--- src/rtl/tff_bank_sequencer.sv ---
// Sequences an external bank of toggle flip-flops as a modulo-(MAX_COUNT+1) counter.
// The T inputs are driven from the fed-back Q value; tc and err are registered pulses.
module tff_bank_sequencer #(
  parameter int WIDTH     = 4,
  parameter int MAX_COUNT = 9
) (
  input  logic             clk,
  input  logic             rst_n,
  input  logic             cmd_valid,
  output logic             cmd_ready,
  input  logic [1:0]       cmd_op,
  input  logic [WIDTH-1:0] cmd_data,
  input  logic             wrap,
  input  logic             step_en,
  input  logic [WIDTH-1:0] q_fb,
  output logic [WIDTH-1:0] t_out,
  output logic             busy,
  output logic             tc,
  output logic             err
);

  typedef enum logic [2:0] {
    S_IDLE,
    S_UP,
    S_DOWN,
    S_LOAD,
    S_VERIFY
  } state_t;

  localparam logic [1:0]       OP_STOP = 2'b00;
  localparam logic [1:0]       OP_UP   = 2'b01;
  localparam logic [1:0]       OP_DOWN = 2'b10;
  localparam logic [1:0]       OP_LOAD = 2'b11;
  localparam logic [WIDTH-1:0] MAX_VAL = WIDTH'(MAX_COUNT);

  state_t           state;
  logic [WIDTH-1:0] target;
  logic [WIDTH-1:0] inc_t;
  logic [WIDTH-1:0] dec_t;
  logic             at_max;
  logic             at_zero;
  logic             over;
  logic             accept;

  // Toggle masks for +1 and -1: bit i flips when all lower bits are 1 (up) or 0 (down).
  assign inc_t[0] = 1'b1;
  assign dec_t[0] = 1'b1;
  for (genvar gi = 1; gi < WIDTH; gi++) begin : g_carry
    assign inc_t[gi] = &q_fb[gi-1:0];
    assign dec_t[gi] = ~|q_fb[gi-1:0];
  end

  assign at_max    = (q_fb == MAX_VAL);
  assign at_zero   = (q_fb == '0);
  assign over      = (q_fb > MAX_VAL);
  assign cmd_ready = (state == S_IDLE) || (state == S_UP) || (state == S_DOWN);
  assign busy      = (state != S_IDLE);
  assign accept    = cmd_valid && cmd_ready;

  always_comb begin
    t_out = '0;
    case (state)
      S_UP: begin
        if (step_en) begin
          if (at_max || over) t_out = wrap ? q_fb : '0;
          else                t_out = inc_t;
        end
      end
      S_DOWN: begin
        if (step_en) begin
          if (over)         t_out = q_fb ^ MAX_VAL;
          else if (at_zero) t_out = wrap ? (q_fb ^ MAX_VAL) : '0;
          else              t_out = dec_t;
        end
      end
      S_LOAD:  t_out = q_fb ^ target;
      default: t_out = '0;
    endcase
  end

  always_ff @(posedge clk or negedge rst_n) begin
    if (!rst_n) begin
      state  <= S_IDLE;
      target <= '0;
      tc     <= 1'b0;
      err    <= 1'b0;
    end else begin
      tc  <= 1'b0;
      err <= 1'b0;
      case (state)
        S_UP: begin
          if (step_en && (at_max || over)) begin
            tc <= 1'b1;
            if (over) err <= 1'b1;
            if (!wrap) state <= S_IDLE;
          end
        end
        S_DOWN: begin
          if (step_en) begin
            if (over) begin
              err <= 1'b1;
            end else if (at_zero) begin
              tc <= 1'b1;
              if (!wrap) state <= S_IDLE;
            end
          end
        end
        S_LOAD: state <= S_VERIFY;
        S_VERIFY: begin
          if (q_fb != target) err <= 1'b1;
          state <= S_IDLE;
        end
        default: ;
      endcase
      // An accepted command overrides any limit-driven transition of this cycle.
      if (accept) begin
        case (cmd_op)
          OP_STOP: state <= S_IDLE;
          OP_UP:   state <= S_UP;
          OP_DOWN: state <= S_DOWN;
          OP_LOAD: begin
            if (cmd_data > MAX_VAL) begin
              err <= 1'b1;
            end else begin
              target <= cmd_data;
              state  <= S_LOAD;
            end
          end
          default: ;
        endcase
      end
    end
  end

endmodule

--- config.mk ---
export PLATFORM = sky130hd
export DESIGN_NAME = tff_bank_sequencer
export DESIGN_NICKNAME = d
export VERILOG_FILES = /design/src/rtl/tff_bank_sequencer.sv
export SDC_FILE = /design/constraint.sdc
export NUM_CORES = 1
export LEC_CHECK = 0
export CAP_MARGIN = 20
export CORE_AREA = 2 2 43 49
export CTS_BUF_LIST = sky130_fd_sc_hd__clkbuf_16
export DETAILED_ROUTE_END_ITERATION = 10
export DIE_AREA = 0 0 45 51
export PLACE_DENSITY = 0.74
export SYNTH_ARGS = -nofsm -noshare
export SYNTH_HDL_FRONTEND = slang
export SYNTH_SLANG_ARGS = --single-unit
--- constraint.sdc ---
create_clock -name clk -period 2.01 [get_ports clk]
set_input_delay 0.3015 -clock clk [delete_from_list [all_inputs] [get_ports clk]]
set_output_delay 0.3015 -clock clk [all_outputs]
set_load 0.01 [all_outputs]
[Word level (Yosys, flattened, before mapping)]
Cells that the tools add are included.
W data, S select, Z words.
Storage, ports and cells
  register bits: 9
  input port bits: 15
  output and inout bits: 8
  logic and storage cells: 65
Cells by class
  magnitude comparators: 2
  equality and inequality tests: 9
  multiplexer cells: 30
  bitwise gates (word level): 3
  reductions and logical operators: 17
Operator list (number)
  $mux W4: 7
  $pmux W3 S4: 2
  $mux W3: 7
  $pmux W4 S3: 1
  $mux W1: 11
  $gt A4 B4 Y1 const B: 2
  $eq A3 B2 Y1 const B: 2
  $reduce_and A3 Y1: 2
  $eq A2 B2 Y1 const B: 2
  $eq A4 B4 Y1 const B: 1
  $logic_not A4 Y1: 1
  $ne A4 B4 Y1: 1
  $xor A4 B4 Y4: 1
  $eq A3 B1 Y1 const B: 1
  $eq A3 B3 Y1 const B: 1
  $logic_not A1 Y1: 3
  $logic_not A3 Y1: 1
  $logic_or A1 B1 Y1: 3
  $pmux W1 S3: 1
  $reduce_bool A3 Y1: 1
  $reduce_or A3 Y1: 1
  $eq A2 B1 Y1 const B: 1
  $logic_and A1 B1 Y1: 2
  $logic_not A2 Y1: 1
  other kinds (5): 5

[Depth between registers and ports, before layout]
Gate-level depths: netlist of the first run.
  depth after elaboration: 8
  gate-level depth with buffers: 6
  mapped depth without buffers: 4

[Worst setup path before layout of the first run]
Ideal clock, no wire load.
  path type: flip-flop to output port
  start point: register state[2]
  end point: output t_out[3]
  arrival time: 1.314 ns
  data required time: 1.709 ns
  slack: 0.395 ns
  cell stages (with the launch flop): 7
  path buffers: 2
  cell sequence: dfrtp_1 -> buf_2 -> nor4bb_1 -> clkbuf_1 -> o2bb2ai_1 -> nand2_1 -> nand4_1
On the way
  word-level cells in the longest chain between the ends: 2
  elaborated cells on any way between the ends: 4
  classes of those cells: eq/ne: 3; mux: 1
Ends and longest elaborated chain
  start: declaration: RTL line 36  | state_t state;
  start signal: assignment: RTL line 83  | state <= S_IDLE;
  start signal: assignment: RTL line 95  | if (!wrap) state <= S_IDLE;
  start signal: assignment: RTL line 104  | if (!wrap) state <= S_IDLE;
  $eq A3 B2 Y1 or $eq A3 B1 Y1 (tied branches): RTL line 62  | case (state)
  $pmux W4 S3 (*): RTL line 62
  end: declaration: RTL line 16  | output logic [WIDTH-1:0] t_out,
Every way passes the cells marked *; elsewhere a longest branch is shown, timed or not.

[Worst setup path in the final report of the first run]
  start point: input step_en
  end point: output t_out[1]
On the way
  word-level cells in the longest chain between the ends: 2
  elaborated cells on any way between the ends: 3
  classes of those cells: mux: 3
Ends and longest elaborated chain
  start: declaration: RTL line 14  | input logic step_en,
  $mux W4, on equally long branches: RTL line 70, 64
  $pmux W4 S3 (*): RTL line 62
Marked as above.

==> results of run 1 <==
==> power groups by stage <==
stage          sequential, mW  clock, mW  combinational [mW]
2_1_floorplan           0.323          0               0.394
3_3_place_gp            0.334          0               0.711
3_5_place_dp            0.337          0               0.726
4_1_cts                 0.339      0.356               0.729
5_1_grt                 0.363      0.362               0.805
6_report                0.352      0.350               0.737
==> layer usage <==
layer / track usage [%] / vias up / wire length, µm
met1: 25.7 / 427 / 945
met2: 38.6 / 36 / 1200
met5: 0 / - / 0
li1: - / 449 / -
met4: 14.2 / 0 / 90
met3: 3.18 / 11 / 109
==> registers in the layout, indices dropped and copies added (netlist names) <==
signal	cells
target	4
state	3
err	1
tc	1
==> logic make-up after synthesis <==
group                      count (synthesis)
xor gates and xnor gates                   4
buffers and inverters                     13
adders and majority gates                  1
DFF                                        9
and+or+nand+nor                           44
muxes                                      3
AOI/OAI and AO/OA                         27
==> layout by cell type (no fill, tap or decap), types with 3 or more instances in the layout <==
master           instances
buf_4                   25
clkdlybuf4s50_1         13
nand2_1                 10
nor2_1                  10
nand3_1                  9
dfrtp_1                  9
a21oi_1                  8
o21ai_0                  6
inv_1                    5
xor2_1                   4
dlygate4sd2_1            4
nand3b_1                 3
o211ai_1                 3
mux2_2                   3
clkbuf_16                3
buf_2                    3
==> repair_timing <==
item	in CTS	in global routing
gates cloned	0	0
resized for setup	18	6
pin swaps	1	0
setup endpoints to repair	4	3
==> area by class of cell <==
cell class,count,area [µm²],share of cell area [%]
Multi-Input combinational cell,79,522,41.7
Clock buffer,3,75.1,6.01
Clock inverter,1,3.75,0.300
Tap cell,19,23.8,1.90
Sequential cell,9,225,18.0
Inverter,4,15.0,1.20
Timing Repair Buffer,47,385,30.8
==> worst max path at each step <==
stage / start / endpoint / depth (start not counted)
6_report: step_en / t_out[1] / 6
2_1_floorplan: state[2] / t_out[3] / 6
3_3_place_gp: q_fb[0] / t_out[2] / 5
4_1_cts: state[1] / busy / 3
5_1_grt: state[0] / cmd_ready / 3
3_5_place_dp: q_fb[1] / t_out[1] / 6
==> through the flow <==
| step | util (%) | hold WS, ns | power [mW] |
|---|---|---|---|
| 4_1_cts | 66.6 | 0.377 | 1.42 |
| 2_1_floorplan | - | 0.00591 | 0.717 |
| 3_5_place_dp | 62.0 | 0.536 | 1.06 |
| 5_1_grt | 66.8 | 0.408 | 1.53 |
| 3_3_place_gp | 62.0 | 0.518 | 1.05 |
| 6_report | 66.8 | 0.368 | 1.44 |
==> results.sh, run 1 <==
export IMPL_place_area_um2=1160
export IMPL_setup_violations=0
export IMPL_core_um2=1870
export IMPL_finalCritPeriodShare_pct=97.4
export IMPL_clock_latency_ns=0.24
export IMPL_arrival_ns=1.66
export IMPL_synth_edf_count=0
export IMPL_reg2reg_depth=5
export IMPL_start_util_pct=41.8
export IMPL_clkTransAtPathRegs_ns=0.04
export IMPL_place_ws_ns=-0.406
export IMPL_synth_area_um2=782
export IMPL_async_flop_share_pct=100
export IMPL_rsz0062_at_grt="false"
export IMPL_drc=0
export IMPL_yosys_area_top_type="dfrtp_1"
export IMPL_p_leak_nw=0.573
export IMPL_syn_nets=116
export IMPL_ios=23
export IMPL_seq_area_frac_synth_pct=28.8
export IMPL_die_w_um=45
export IMPL_clockPowerShare_pct=24.3
export IMPL_synth_fa_ha_area_share_pct=1.28
export IMPL_rr_startpoint="state[0]"
export IMPL_grt_pass1_vias=866
export IMPL_maxCapViolCount=0
export IMPL_htreeDepth=1
export IMPL_max_slew_margin_pct=68.7
export IMPL_cts_max_path_buffers=2
export IMPL_postSynthAreaPerCell_um2=7.74
export IMPL_die_h_um=51
export IMPL_holdCritPathClass="input pin to asynchronous set/reset pin"
export IMPL_path_cells="clkdlybuf4s50_1 > nor4bb_4 > buf_4 > buf_4 > a221o_1 > buf_2"
export IMPL_routed_wl_um=2340
export IMPL_vias_per_cell=5.70
export IMPL_dieArea_um2=2300
export IMPL_yosysWarnings=0
export IMPL_crit_path_max_fanout=4
export IMPL_stdcell_count=162
export IMPL_grt_pass1_wl_um=3770
export IMPL_peakVddDrop_uv=854
export IMPL_worst_setup_path_start_kind="input pin"
export IMPL_grt_ovfl_total=0
export IMPL_io_buffer_count=22
export IMPL_synth_top_family_by_area="simple AND/OR/NAND/NOR gates"
export IMPL_post_cts_buffers=0
export IMPL_clock_root_buffer="clkbuf_16"
export IMPL_syn_instance_count=101
export IMPL_synth_area_mux_share_pct=4.32
export IMPL_cpPeakStageDelay_ns=0.44
export IMPL_setup_ws_ns=0.0522
export IMPL_postCtsHoldBufs=0
export IMPL_tns_ns=0
export IMPL_synthXorXnorAreaFrac_pct=4.48
export IMPL_synth_most_common_cell="nor2_1"
export IMPL_skew_ns=0.00236
export IMPL_rows=17
export IMPL_grt_max_degree=12
export IMPL_antenna_found_initial=0
export IMPL_r2r_end="target[1]"
export IMPL_drt_initial_drc_count=12
export IMPL_ant_nets=0
export IMPL_slew_violations=0
export IMPL_crit_family="buffers and inverters"
export IMPL_via_count=923
export IMPL_power_switching_uw=515
export IMPL_nFillCells=171
export IMPL_synth_main_ff_cell="dfrtp_1"
export IMPL_hold_viol=0
export IMPL_end_kind="primary output"
export IMPL_cts_sinks=9
export IMPL_final_nets=159
export IMPL_route_detailed_wl_per_inst_um=14.4
export IMPL_gp_congestion=0.897
export IMPL_netlist_top_cells_area="dfrtp_1 (29%), nand3_1 (5.8%), nor2_1 (5.3%), a21oi_1 (5.1%), nand2_1 (4.8%)"
export IMPL_placed_cells=158
export IMPL_path_common_cell="buf_4"
export IMPL_cts_tree="done"
export IMPL_synthSimpleGateAreaFrac_pct=29.9
export IMPL_period_needed_ns=1.96
export IMPL_diodes=0
export IMPL_ys_top_cells_by_count="nor2_1 (11), nand2_1 (10), dfrtp_1 (9), nand3_1 (9), a21oi_1 (8)"
export IMPL_layout_drive_gt1_share_pct=28.0
export IMPL_critPathRequiredTime_ns=1.71
export IMPL_powerDensity_nw_per_um2=1150
export IMPL_p_sw_share_pct=35.8
export IMPL_ys_types=32
export IMPL_cts_inserted_buffers=3
export IMPL_dr_pass1_iters=4
export IMPL_post_dp_hpwl_um=1740
export IMPL_path_class="input pin to primary output"
export IMPL_power_frac_seq_pct=24.5
export IMPL_intPower_uw=924
export IMPL_track_usage_pct=22.7
export IMPL_synth_compound_area_share_pct=22.4
export IMPL_cp_num_buf_inv=4
export IMPL_ff2ff_setup_slack_ns=0.38
export IMPL_p_comb_share_pct=51.2
export IMPL_stdcell_area_um2=1250
export IMPL_ys_ff_latch=9
export IMPL_synth_top_area_share_pct=28.8
export IMPL_max_freq_mhz=511
export IMPL_critPathSlowestCell="clkdlybuf4s50_1"
export IMPL_worst_slew_pin_slew_ns=0.464
export IMPL_outcome="completed"
export IMPL_syn2layout_area_growth_pct=59.8
No activity file was read; power rests on OpenSTA's default activity.
==> run 2: changes to the inputs <==
==> constraint.sdc (replaced) <==
create_clock -name clk -period 2.01 [get_ports clk]
set_input_delay 0.3015 -clock clk [delete_from_list [all_inputs] [get_ports clk]]
set_output_delay 0.3015 -clock clk [all_outputs]
set_load 0.1 [all_outputs]
==> run 2 against run 1 <==
  * Via count increased by 1.1%
  * Largest cell class unchanged
  * Final cell count decreased by 1.9%
  * Combinational power increased by 93%
  * Sequential share of layout area decreased by 0.87 points
  * Register-to-register slack got worse by 0.05 ns
  * Sequential cell count unchanged
  * Die area unchanged
  * Power increased by 50%
==> results.sh, run 2 (same netlist as run 1, synthesis figures left out) <==
export IMPL_outcome="completed"
export IMPL_critPathSlowestCell="dfrtp_2"
export IMPL_path_common_cell="buf_4"
export IMPL_gp_congestion=0.871
export IMPL_regMostFlops="target"
export IMPL_dieArea_um2=2300
export IMPL_placed_cells=151
export IMPL_core_um2=1870
export IMPL_stdcell_count=159
export IMPL_diodes=0
export IMPL_period_needed_ns=2.01
export IMPL_drc=0
export IMPL_start_util_pct=41.8
export IMPL_post_dp_hpwl_um=1710
export IMPL_powerDensity_nw_per_um2=1620
export IMPL_largest_reg_flops=4
export IMPL_postCtsHoldBufs=0
export IMPL_htreeDepth=1
export IMPL_grt_ovfl_total=0
export IMPL_dr_pass1_iters=4
export IMPL_finalCritPeriodShare_pct=99.8
export IMPL_rsz0062_at_grt="true"
export IMPL_crit_path_max_fanout=6
export IMPL_cp_num_buf_inv=3
export IMPL_clock_root_buffer="clkbuf_16"
export IMPL_io_buffer_count=22
export IMPL_nFillCells=145
export IMPL_ant_nets=0
export IMPL_final_cell_mix="buf_4 (22), nand2_1 (10), nand3_1 (9), nor2_1 (9), clkdlybuf4s50_1 (9)"
export IMPL_path_cells="nor4bb_4 > buf_4 > buf_4 > a221o_2 > buf_12"
export IMPL_layout_drive_gt1_share_pct=35.7
export IMPL_worst_slew_pin_slew_ns=0.415
export IMPL_via_count=933
export IMPL_multi_input_area_um2=544
export IMPL_routed_wl_um=2490
export IMPL_path_class="register to primary output"
export IMPL_setup_violations=0
export IMPL_seqCellArea_um2=229
export IMPL_syn2layout_area_growth_pct=70.7
export IMPL_die_h_um=51
export IMPL_whs_ns=0.372
export IMPL_antenna_found_initial=0
export IMPL_clkTransAtPathRegs_ns=0.04
export IMPL_tns_ns=0
export IMPL_cts_inserted_buffers=3
export IMPL_worst_setup_path_start_kind="register"
export IMPL_power_total_mw=2.16
export IMPL_skew_ns=0.00331
export IMPL_crit_family="buffers and inverters"
export IMPL_vias_per_cell=5.87
export IMPL_p_leak_nw=0.589
export IMPL_cts_sinks=9
export IMPL_track_usage_pct=22.8
export IMPL_cpPeakStageDelay_ns=0.45
export IMPL_critPathRequiredTime_ns=1.71
export IMPL_cts_max_path_buffers=2
export IMPL_drt_initial_drc_count=47
export IMPL_holdCritPathClass="input pin to asynchronous set/reset pin"
export IMPL_final_nets=156
export IMPL_die_w_um=45
export IMPL_cts_tree="done"
export IMPL_grt_max_degree=12
export IMPL_hold_viol=0
export IMPL_grt_pass1_wl_um=3980
export IMPL_slew_violations=0
export IMPL_max_freq_mhz=498
export IMPL_layout_commonest_cell="buf_4"
export IMPL_ios=23
export IMPL_grt_pass1_vias=914
export IMPL_rows=17
export IMPL_max_slew_margin_pct=72.1
export IMPL_ff2ff_setup_slack_ns=0.33
export IMPL_clock_latency_ns=0.23
export IMPL_peakVddDrop_uv=1230
export IMPL_top_regs="target: 4 flops, state: 3 flops"
export IMPL_route_detailed_wl_per_inst_um=15.7
export IMPL_end_kind="primary output"
export IMPL_maxCapViolCount=0
export IMPL_arrival_ns=1.70
[run 2: cell count changes in the layout (fill, tap and decap cells not counted), moves of 3 or more]
cell	previous run	this run
buf_12	0	5
clkdlybuf4s50_1	13	9
dfrtp_1	9	6
buf_4	25	22
buf_2	3	0
dfrtp_2	0	3
[run 2: area by class of cell]
cell class                      instances  share of cell area (%)
Clock inverter                          1                   0.281
Tap cell                               19                    1.78
Clock buffer                            3                    5.62
Timing Repair Buffer                   44                    33.3
Sequential cell                         9                    17.2
Multi-Input combinational cell         79                    40.8
Inverter                                4                    1.12
[run 2: what timing repair did]
action / CTS / global route
pin swaps: 0 / 2
buffers inserted: 0 / 4
gates resized for setup: 7 / 8
cloned: 0 / 0
setup endpoints to repair: 4 / 3
[run 2: power breakdown]
group | leakage [nW] | total, mW | internal, mW | switching, mW
combinational | 0.439 | 1.42 | 0.574 | 0.844
sequential | 0.108 | 0.395 | 0.271 | 0.123
clock | 0.0423 | 0.345 | 0.260 | 0.0857
total | 0.589 | 2.16 | 1.10 | 1.05
[run 2: metal layers]
metal / GRT usage (%) / wire length, µm / vias to the layer above
met4: 6.37 / 90 / 0
met2: 36.2 / 1210 / 53
met1: 30.5 / 986 / 423
met5: 0 / 0 / -
li1: - / - / 445
met3: 4.95 / 204 / 12
[run 2: stage by stage]
stage / worst slack (ns) / instance area [µm²] / utilization (%)
floorplan: -0.619 / 816 / -
global placement: -0.106 / 1180 / 63.1
detailed placement: -0.128 / 1180 / 63.1
CTS: -0.00638 / 1260 / 67.4
global route: -0.0423 / 1340 / 71.3
finish: 0.00387 / 1340 / 71.3
[run 2: worst paths after layout]
path | startpoint | cells past startpoint | endpoint
hold / removal | rst_n | 1 | target[3]
min in group clk | target[1] | 1 | target[1]
hold reg to reg | target[1] | 1 | target[1]
setup reg to reg | state[0] | 6 | target[1]
max in group asynchronous | rst_n | 1 | state[1]
setup / recovery | state[1] | 5 | t_out[1]
